**src/rtl/dff_pipe.sv**
```systemverilog
// Elastic register pipeline: DEPTH valid/ready stages carrying a WIDTH-bit word, with flush.
// Optional occupancy counter enabled by defining DFF_PIPE_OCC_EN; otherwise occ is tied to 0.
module dff_pipe #(
  parameter int unsigned WIDTH = 8,
  parameter int unsigned DEPTH = 3
) (
  input  logic                         clk,
  input  logic                         rst,
  input  logic                         flush,
  input  logic                         in_valid,
  output logic                         in_ready,
  input  logic [WIDTH-1:0]             in_data,
  output logic                         out_valid,
  input  logic                         out_ready,
  output logic [WIDTH-1:0]             out_data,
  output logic [$clog2(DEPTH+1)-1:0]   occ
);

  localparam int unsigned OccW = $clog2(DEPTH+1);

  logic [DEPTH-1:0] vld_q, vld_d;
  logic [DEPTH-1:0] rdy;
  logic [WIDTH-1:0] data_q [DEPTH];
  logic [WIDTH-1:0] data_d [DEPTH];

  // Stage i may advance if out_ready or any stage at or beyond i is empty (unrolled ready chain).
  always_comb begin
    for (int unsigned i = 0; i < DEPTH; i++) begin
      rdy[i] = out_ready;
      for (int unsigned j = i; j < DEPTH; j++) begin
        if (!vld_q[j]) rdy[i] = 1'b1;
      end
    end
  end

  assign in_ready  = rdy[0] & ~flush;
  assign out_valid = vld_q[DEPTH-1];
  assign out_data  = data_q[DEPTH-1];

  always_comb begin
    vld_d  = vld_q;
    data_d = data_q;
    if (rdy[0]) begin
      vld_d[0]  = in_valid & ~flush;
      data_d[0] = in_data;
    end
    for (int unsigned i = 1; i < DEPTH; i++) begin
      if (rdy[i]) begin
        vld_d[i]  = vld_q[i-1];
        data_d[i] = data_q[i-1];
      end
    end
    if (flush) vld_d = '0;
  end

  always_ff @(posedge clk) begin
    if (rst) begin
      vld_q <= '0;
      for (int unsigned i = 0; i < DEPTH; i++) data_q[i] <= '0;
    end else begin
      vld_q  <= vld_d;
      data_q <= data_d;
    end
  end

`ifdef DFF_PIPE_OCC_EN
  logic [OccW-1:0] occ_q, occ_d;
  logic            accept, deliver;

  assign accept  = in_valid & in_ready;
  assign deliver = out_valid & out_ready;

  always_comb begin
    occ_d = occ_q;
    if (flush) begin
      occ_d = '0;
    end else if (accept && !deliver && occ_q != OccW'(DEPTH)) begin
      occ_d = occ_q + 1'b1;
    end else if (deliver && !accept && occ_q != '0) begin
      occ_d = occ_q - 1'b1;
    end
  end

  always_ff @(posedge clk) begin
    if (rst) occ_q <= '0;
    else     occ_q <= occ_d;
  end

  assign occ = occ_q;
`else
  assign occ = '0;
`endif

endmodule

```
**config.mk**
```make
export PLATFORM = sky130hd
export DESIGN_NAME = dff_pipe
export DESIGN_NICKNAME = d
export VERILOG_FILES = /design/src/rtl/dff_pipe.sv
export SDC_FILE = /design/constraint.sdc
export NUM_CORES = 1
export LEC_CHECK = 0
export CAP_MARGIN = 20
export CORE_MARGIN = 2
export CORE_UTILIZATION = 43
export CTS_BUF_LIST = sky130_fd_sc_hd__clkbuf_16
export CTS_CLUSTER_SIZE = 30
export DETAILED_ROUTE_END_ITERATION = 7
export PLACE_DENSITY = 0.72
export SETUP_SLACK_MARGIN = 0.15
export SYNTH_ARGS = -nofsm -noshare
export SYNTH_HDL_FRONTEND = slang
export SYNTH_SLANG_ARGS = --single-unit
export TNS_END_PERCENT = 30
```
**constraint.sdc**
```tcl
create_clock -name clk -period 1 [get_ports clk]
set_input_delay 0.25 -clock clk [delete_from_list [all_inputs] [get_ports clk]]
set_output_delay 0.25 -clock clk [all_outputs]
set_load 0.005 [all_outputs]
```
==> results of run 1 <==
==> cell type report <==
cell class                      instances  area, um2  area share [%]
Clock buffer                            3       75.1            5.05
Clock inverter                          1       7.51           0.505
Multi-Input combinational cell         87        483            32.5
Sequential cell                        27        553            37.2
Tap cell                               30       37.5            2.53
Timing Repair Buffer                   37        330            22.2
==> path summary, 6_finish.rpt <==
path,endpoint,slack (ns)
max reg2reg,data_q[23]$_SDFFE_PP0P_,-0.06
min reg2reg,out_data[3]$_SDFFE_PP0P_,0.44
max,in_ready,-0.27
min,out_data[3]$_SDFFE_PP0P_,0.44
==> sequential cells by signal (all words and copies together) (netlist names) <==
register,flops
out_data,8
data_q,16
vld_q,3
==> routing by layer <==
layer / global-route usage, % / wire, um / vias up
li1: - / - / 456
met3: 2.50 / 93 / 6
met5: 0 / 0 / -
met1: 17.6 / 871 / 400
met4: 9.17 / 55 / 0
met2: 23.4 / 985 / 24
==> worst max-delay path, cell delays in order (launching register included) <==
cell and delay [ns]:
dfxtp_2 0.34, and4b_2 0.27, nor2_4 0.03, buf_2 0.12
==> cells by family after synthesis <==
family          share of synthesized area (%)
compound gates                           14.0
buf+inv                                  10.9
simple gates                             24.4
flops                                    50.3
other cells                             0.349
==> placed cells by master, fill, tap and decap left out, types with 2 or more instances in the layout <==
cell type,count
a21oi_1,11
a21oi_2,13
buf_2,9
buf_4,6
buf_6,9
clkbuf_16,3
clkdlybuf4s50_1,11
conb_1,2
dfxtp_1,17
dfxtp_2,10
nand2_1,46
nand2_2,2
nor2_4,2
nor3_2,2
==> cells in the mapped netlist, drive strengths merged <==
cell type / count / area share, %
nor2b: 1 / 0.58
nand2: 48 / 17
and4b: 1 / 0.93
nand4b: 1 / 0.82
nand2b: 1 / 0.58
nand3b: 1 / 0.70
nor3: 3 / 1.9
and3b: 1 / 0.82
conb: 1 / 0.35
buf: 17 / 11
nor2: 4 / 1.4
dfxtp: 27 / 50
a21oi: 24 / 14
==> what timing repair did <==
action,in CTS,in global routing
pin swaps,14,1
hold buffers,0,0
hold endpoints to repair,0,0
gates cloned,0,1
setup buffers,1,0
resized for setup,56,20
setup endpoints to repair,37,37
==> power groups by stage <==
| stage | clock network (mW) | registers (mW) | logic [mW] |
|---|---|---|---|
| final | 0.916 | 1.14 | 0.180 |
| after detailed placement | 0 | 1.16 | 0.175 |
| after global placement | 0 | 1.16 | 0.171 |
| after global routing | 0.976 | 1.14 | 0.197 |
| after CTS | 0.933 | 1.14 | 0.167 |
| after floorplan | 0 | 1.16 | 0.0907 |
==> impl_metrics.json, run 1 <==
{
  "period_needed_ns": 1.27,
  "max_freq_mhz": 786,
  "slew_violations": 0,
  "dpl_worst_slack_ns": -0.793,
  "ir_worst_vdd_mv": 0.958,
  "grt_pass1_vias": 731,
  "antenna_found_initial": 0,
  "drv_cap": 0,
  "synth-seq-cells": 27,
  "crit_path_start": "vld_q[1]$_SDFFE_PP0P_",
  "hp-class": "register to register",
  "final_cell_area_um2": 1490,
  "fillers": 215,
  "status": "complete, but fails checks",
  "grt_pass1_wl_um": 3040,
  "start_util_pct": 44.2,
  "clock_latency_ns": 0.26,
  "dp_hpwl_um": 1310,
  "grt-ovfl-total": 0,
  "coreArea_um2": 2430,
  "final_layout_size_suffix_gt1_share_pct": 40.0,
  "netlist_area_um2": 1070,
  "area_growth_pct": 38.3,
  "rows": 18,
  "whs_ns": 0.445,
  "cp-end-kind": "primary output",
  "required_ns": 0.75,
  "dr.first_iter.drc_count": 16,
  "finish.utilization_pct": 61.1,
  "power_switching_uw": 468,
  "ys.warnings.count": 0,
  "r2r_cells": 6,
  "dpl-instance-area_um2": 1340,
  "syn_inst": 130,
  "routedWlPerCell_um": 10.8,
  "powerDensity_nw_per_um2": 1500,
  "worst-setup-path-type": "register to primary output",
  "ys_seq_area_share_pct": 50.3,
  "diodes": 0,
  "worstPathMaxFanout": 2,
  "ys_types": 16,
  "finalSetupTns_ns": -0.905,
  "reg2reg_from": "vld_q[2]$_SDFFE_PP0P_",
  "h-tree-depth": 1,
  "io_buffers": 22,
  "hold-path-cell-count": 2,
  "grt_use_total_pct": 14.4,
  "finalSetupViolations": 16,
  "avgSynthCellArea_um2": 8.27,
  "leakage_nw": 0.601,
  "die_area_um2": 2920,
  "power_mw": 2.24,
  "seqPwrFrac_pct": 50.9,
  "clk_path_buf_depth": 2,
  "violations": "setup timing",
  "num_vias": 886,
  "final_cells": 185,
  "vias_per_cell": 4.79,
  "wirelength_um": 2010,
  "cts_tree": "done",
  "nNetsFinal": 169,
  "cts_buffers": 3,
  "dp_cells": 179,
  "hold_viol_final": 0,
  "die_h_um": 54.0,
  "drc": 0,
  "internal_power_mw": 1.77,
  "firstDrtPassIters": 4,
  "ant_nets": 0,
  "setup.worst_path.start_class": "register",
  "worstPathArrival_ns": 1.02,
  "cts_root_buffer": "clkbuf_16",
  "combPwrFrac_pct": 8.1,
  "finalCritPeriodShare_pct": 127,
  "clockPowerShare_pct": 41.0,
  "clkSlewWorstSetupHoldPaths_ns": 0.07,
  "hp-start": "out_data[3]$_SDFFE_PP0P_",
  "skew_ns": 0.00208,
  "fin_ws_ns": -0.273,
  "p_sw_share_pct": 20.9,
  "die_w_um": 54.0,
  "place.gp.congestion": 0.688,
  "rsz0062_at_grt": "yes",
  "cts.sinks": 27,
  "grt_max_degree": 28,
  "ios": 25
}
No activity file was read; power rests on OpenSTA's default activity.
==> run 2: changes to the inputs <==
CORE_UTILIZATION = 34   (was 43)
PLACE_DENSITY = 0.59   (was 0.72)
==> run 2 against run 1 <==
Net effect:
- fmax is 1.6% lower
- clock skew is 0.0042 ns higher
- largest power group unchanged
- final cell count is 9.7% higher
- global-route usage is 0.95 points lower
- critical endpoint unchanged
- non-clock buffer count is 4 higher
- die area is 24% higher
- first-iteration DRC count is 63% higher
- the run still ends with setup timing left
==> impl_metrics.json, run 2 (synthesized netlist as in run 1, its figures left out) <==
{
  "status": "complete, but fails checks",
  "violations": "setup timing",
  "antenna_found_initial": 0,
  "cp-end-kind": "primary output",
  "clkSlewWorstSetupHoldPaths_ns": 0.07,
  "hp-start": "out_data[7]$_SDFFE_PP0P_",
  "final_cell_mix": "nand2_1 (40), dfxtp_1 (16), a21oi_2 (13)",
  "start_util_pct": 35.5,
  "slew_violations": 0,
  "ir_worst_vdd_mv": 0.539,
  "leakage_nw": 0.629,
  "hold_viol_final": 0,
  "wl_met1_um": 974,
  "max_freq_mhz": 773,
  "clk_path_buf_depth": 2,
  "final_layout_size_suffix_gt1_share_pct": 44.7,
  "vias_per_cell": 4.35,
  "worst-setup-path-type": "register to primary output",
  "die_area_um2": 3630,
  "reg2reg_from": "vld_q[0]$_SDFFE_PP0P_",
  "dr.first_iter.drc_count": 26,
  "drv_cap": 0,
  "r2r_slack_ns": -0.22,
  "nNetsFinal": 173,
  "firstDrtPassIters": 4,
  "die_h_um": 60.2,
  "setup.worst_path.start_class": "register",
  "ios": 25,
  "grt-ovfl-total": 0,
  "clock_latency_ns": 0.26,
  "cts_buffers": 3,
  "ant_nets": 0,
  "hp-class": "register to register",
  "area_growth_pct": 45.4,
  "r2r-end": "data_q[22]$_SDFFE_PP0P_",
  "finalSetupTns_ns": -3.71,
  "grt_max_degree": 28,
  "fin_ws_ns": -0.293,
  "skew_ns": 0.00632,
  "grt_pass1_vias": 784,
  "hold_end": "out_data[7]$_SDFFE_PP0P_",
  "routedWlPerCell_um": 10.9,
  "num_vias": 883,
  "powerDensity_nw_per_um2": 1420,
  "mostFrequentLayoutCell": "nand2_1",
  "grt_pass1_wl_um": 3520,
  "dr_wl_met3_um": 104,
  "h-tree-depth": 1,
  "finalSetupViolations": 29,
  "final_cell_area_um2": 1560,
  "grt_use_total_pct": 13.5,
  "coreArea_um2": 3030,
  "worstPathArrival_ns": 1.04,
  "place.gp.congestion": 0.710,
  "cts_hold_buf": 0,
  "wl_met2_um": 1090,
  "finalCritPeriodShare_pct": 129,
  "largest_reg_flops": 16,
  "wirelength_um": 2210,
  "dpl-instance-area_um2": 1370,
  "hold-path-cell-count": 2,
  "io_buffers": 22,
  "largest-register": "data_q",
  "r2r_cells": 6,
  "rows": 20,
  "die_w_um": 60.2,
  "rsz0062_at_grt": "yes",
  "worstPathMaxFanout": 2,
  "cts.sinks": 27,
  "period_needed_ns": 1.29,
  "cts_tree": "done",
  "diodes": 0,
  "dr.max_layer_used": "met4",
  "drc": 0,
  "required_ns": 0.75,
  "dp_hpwl_um": 1430,
  "cts_root_buffer": "clkbuf_16"
}
-- run 2: cell count changes in the layout (fill, tap and decap cells not counted), moves of 3 or more --
cell,before,now
nand2_2,2,8
buf_2,9,6
nand2_1,46,40
buf_4,6,10
buf_6,9,12
-- run 2: cell type report --
class | instances | area, um2
fill | 296 | 1470
sequential | 27 | 554
multi-input combinational | 87 | 495
timing repair buffer | 41 | 379
clock buffer | 3 | 75.1
tap | 44 | 55.1
clock inverter | 1 | 3.75
-- run 2: worst max path at each step --
stage                                      from        to  slack, ns  depth (start not counted)
final                     vld_q[2]$_SDFFE_PP0P_  in_ready      -0.29                          3
after floorplan           vld_q[2]$_SDFFE_PP0P_  in_ready       0.04                          3
after CTS                 vld_q[2]$_SDFFE_PP0P_  in_ready      -0.29                          3
after global routing      vld_q[2]$_SDFFE_PP0P_  in_ready      -0.32                          3
after detailed placement              out_ready  in_ready      -0.82                          4
after global placement                out_ready  in_ready      -0.77                          4
-- run 2: power by group --
group	total (mW)	switching, mW	internal (mW)	leakage [nW]
Combinational	0.184	0.0759	0.108	0.360
Sequential	1.14	0.0242	1.12	0.227
Clock	0.885	0.351	0.535	0.0423
Total	2.21	0.451	1.76	0.629
-- run 2: stage by stage --
step	cells	util, %	hold WS, ns	total power, mW	worst slack (ns)
6_report	203	51.6	0.446	2.21	-0.293
5_1_grt	203	51.6	0.472	2.30	-0.324
4_1_cts	202	48.7	0.450	2.21	-0.293
3_5_place_dp	195	45.3	0.444	1.34	-0.823
3_3_place_gp	195	45.3	0.439	1.34	-0.766
2_1_floorplan	131	-	0.320	1.25	0.0400
-- run 2: worst max-delay path: stages (launching register included) --
cell and delay (ns):
dfxtp_2 0.32, and4b_2 0.27, nor2_4 0.08, buf_2 0.12
-- run 2: routing by layer --
layer	up-vias	global-route usage [%]
met5	-	0
li1	463	-
met4	0	7.62
met2	23	22.2
met1	393	16.2
met3	4	2.60
-- run 2: repair_timing --
item / in CTS / in global routing
gates cloned: 1 / 0
setup buffers: 2 / 1
endpoints found under the hold margin: 0 / 0
endpoints found under the setup margin: 37 / 37
resized for setup: 62 / 21
pin swaps: 7 / 14
==> run 3: changes to the inputs <==
CELL_PAD_IN_SITES_DETAIL_PLACEMENT = 1   (was unset)
CELL_PAD_IN_SITES_GLOBAL_PLACEMENT = 1   (was unset)
CTS_CLUSTER_DIAMETER = 200   (was unset)
PLACE_DENSITY = 0.74   (was 0.59)
clock period = 1.25 ns   (was 1 ns; I/O delays follow)
==> run 3 against run 2 <==
Net effect:
- final area down 7.0%
- largest power group unchanged
- critical path type unchanged
- the run still ends with setup timing left
- highest routed layer is now met3
- routed wire length shrank 2.5%
- combinational power down 28%
- register-to-register slack improved by 0.40 ns
- via count shrank 3.5%
- largest cell class unchanged
- clock power decreased by 16%
- total power down 19%
- critical path depth is the same
- non-clock buffer count decreased by 7
==> impl_metrics.json, run 3 (synthesized netlist as in run 1, its figures left out) <==
{
  "status": "complete, but fails checks",
  "violations": "setup timing",
  "powerDensity_nw_per_um2": 1230,
  "final_cell_mix": "nand2_1 (44), dfxtp_1 (16), a21oi_1 (15)",
  "coreArea_um2": 3030,
  "nNetsFinal": 166,
  "fin_ws_ns": -0.0431,
  "dpl_worst_slack_ns": -0.650,
  "ios": 25,
  "hp-start": "out_data[3]$_SDFFE_PP0P_",
  "die_area_um2": 3630,
  "hp-class": "register to register",
  "area_growth_pct": 35.3,
  "register_area_um2": 554,
  "fillers": 361,
  "vias_per_cell": 4.35,
  "max_freq_mhz": 773,
  "die_w_um": 60.2,
  "worstPathArrival_ns": 0.98,
  "leakage_nw": 0.608,
  "finalSetupViolations": 1,
  "routedWlPerCell_um": 11.0,
  "skew_ns": 0.00566,
  "worstPathMaxFanout": 2,
  "start_util_pct": 35.5,
  "path_cells": "and4b_1 -> nor2_2 -> buf_2",
  "dp_cells": 191,
  "cts_buffers": 3,
  "r2r-end": "data_q[20]$_SDFFE_PP0P_",
  "clock_latency_ns": 0.26,
  "h-tree-depth": 1,
  "clk_path_buf_depth": 2,
  "setup.worst_path.start_class": "register",
  "rsz0062_at_grt": "yes",
  "grt_pass1_wl_um": 3720,
  "required_ns": 0.94,
  "crit_slowest_cell": "dfxtp_2",
  "diodes": 0,
  "rows": 20,
  "firstDrtPassIters": 2,
  "cts_tree": "done",
  "grt_max_degree": 28,
  "max_stage_delay_ns": 0.34,
  "ir_worst_vdd_mv": 0.509,
  "grt_pass1_vias": 842,
  "die_h_um": 60.2,
  "slew_violations": 0,
  "dp_hpwl_um": 1570,
  "largest-register": "data_q",
  "multi_input_area_um2": 462,
  "io_buffers": 22,
  "hold-path-cell-count": 2,
  "r2r_cells": 5,
  "finish.utilization_pct": 48.0,
  "cp-end-kind": "primary output",
  "dr.first_iter.drc_count": 23,
  "finalSetupTns_ns": -0.0431,
  "cts_root_buffer": "clkbuf_16",
  "worst-setup-path-type": "register to primary output",
  "grt_use_total_pct": 13.3,
  "hold_viol_final": 0,
  "drc": 0,
  "num_vias": 852,
  "final_layout_size_suffix_gt1_share_pct": 35.5,
  "r2r_slack_ns": 0.18,
  "antenna_found_initial": 0,
  "drv_cap": 0,
  "finalCritPeriodShare_pct": 103,
  "place.gp.congestion": 0.670,
  "clkSlewWorstSetupHoldPaths_ns": 0.07,
  "largest_reg_flops": 16,
  "crit_path_start": "vld_q[2]$_SDFFE_PP0P_",
  "ant_nets": 0,
  "wirelength_um": 2150,
  "reg2reg_from": "vld_q[2]$_SDFFE_PP0P_",
  "grt-ovfl-total": 0,
  "mostFrequentLayoutCell": "nand2_1",
  "power_mw": 1.79,
  "final_cells": 196,
  "hold_end": "out_data[3]$_SDFFE_PP0P_",
  "cts.sinks": 27,
  "period_needed_ns": 1.29
}
[run 3: power by group]
part	leakage [nW]	switching [mW]	total, mW	internal, mW
Combinational	0.340	0.0555	0.132	0.0762
Sequential	0.227	0.0194	0.914	0.895
Clock	0.0415	0.302	0.744	0.442
Total	0.608	0.377	1.79	1.41
[run 3: critical path, delay by kind of cell, from the launching register on]
| family | cells | cell delay (ns) |
|---|---|---|
| and+or+nand+nor | 2 | 0.26 |
| buffers and inverters | 1 | 0.12 |
| DFF | 1 | 0.34 |
[run 3: worst max-delay path by stage]
| stage | endpoint | slack, ns |
|---|---|---|
| floorplan | in_ready | 0.16 |
| global placement | in_ready | -0.63 |
| detailed placement | in_ready | -0.65 |
| CTS | in_ready | -0.05 |
| global route | in_ready | -0.12 |
| finish | in_ready | -0.04 |
[run 3: layout make-up]
class                           count  area share, %
Multi-Input combinational cell     87           31.8
Tap cell                           44           3.79
Timing Repair Buffer               34           20.6
Clock buffer                        3           5.16
Clock inverter                      1          0.602
Sequential cell                    27           38.1
[run 3: routing by layer]
layer	track usage [%]	vias to the layer above	share of wire [%]
li1	-	450	-
met1	17.3	386	49
met2	22.7	16	47
met3	2.60	0	3.8
met4	2.86	0	0
met5	0	-	0
[run 3: metrics by stage]
stage | hold WS, ns | cell area, um2
final | 0.449 | 1450
after global routing | 0.469 | 1450
after CTS | 0.452 | 1440
after detailed placement | 0.445 | 1330
after global placement | 0.439 | 1330
after floorplan | 0.382 | 1080
[run 3: what timing repair did]
action	in CTS	in global routing
gates resized for setup	43	21
hold buffers	0	0
buffers inserted	1	0
pin swaps	1	10
endpoints found under the setup margin	37	27
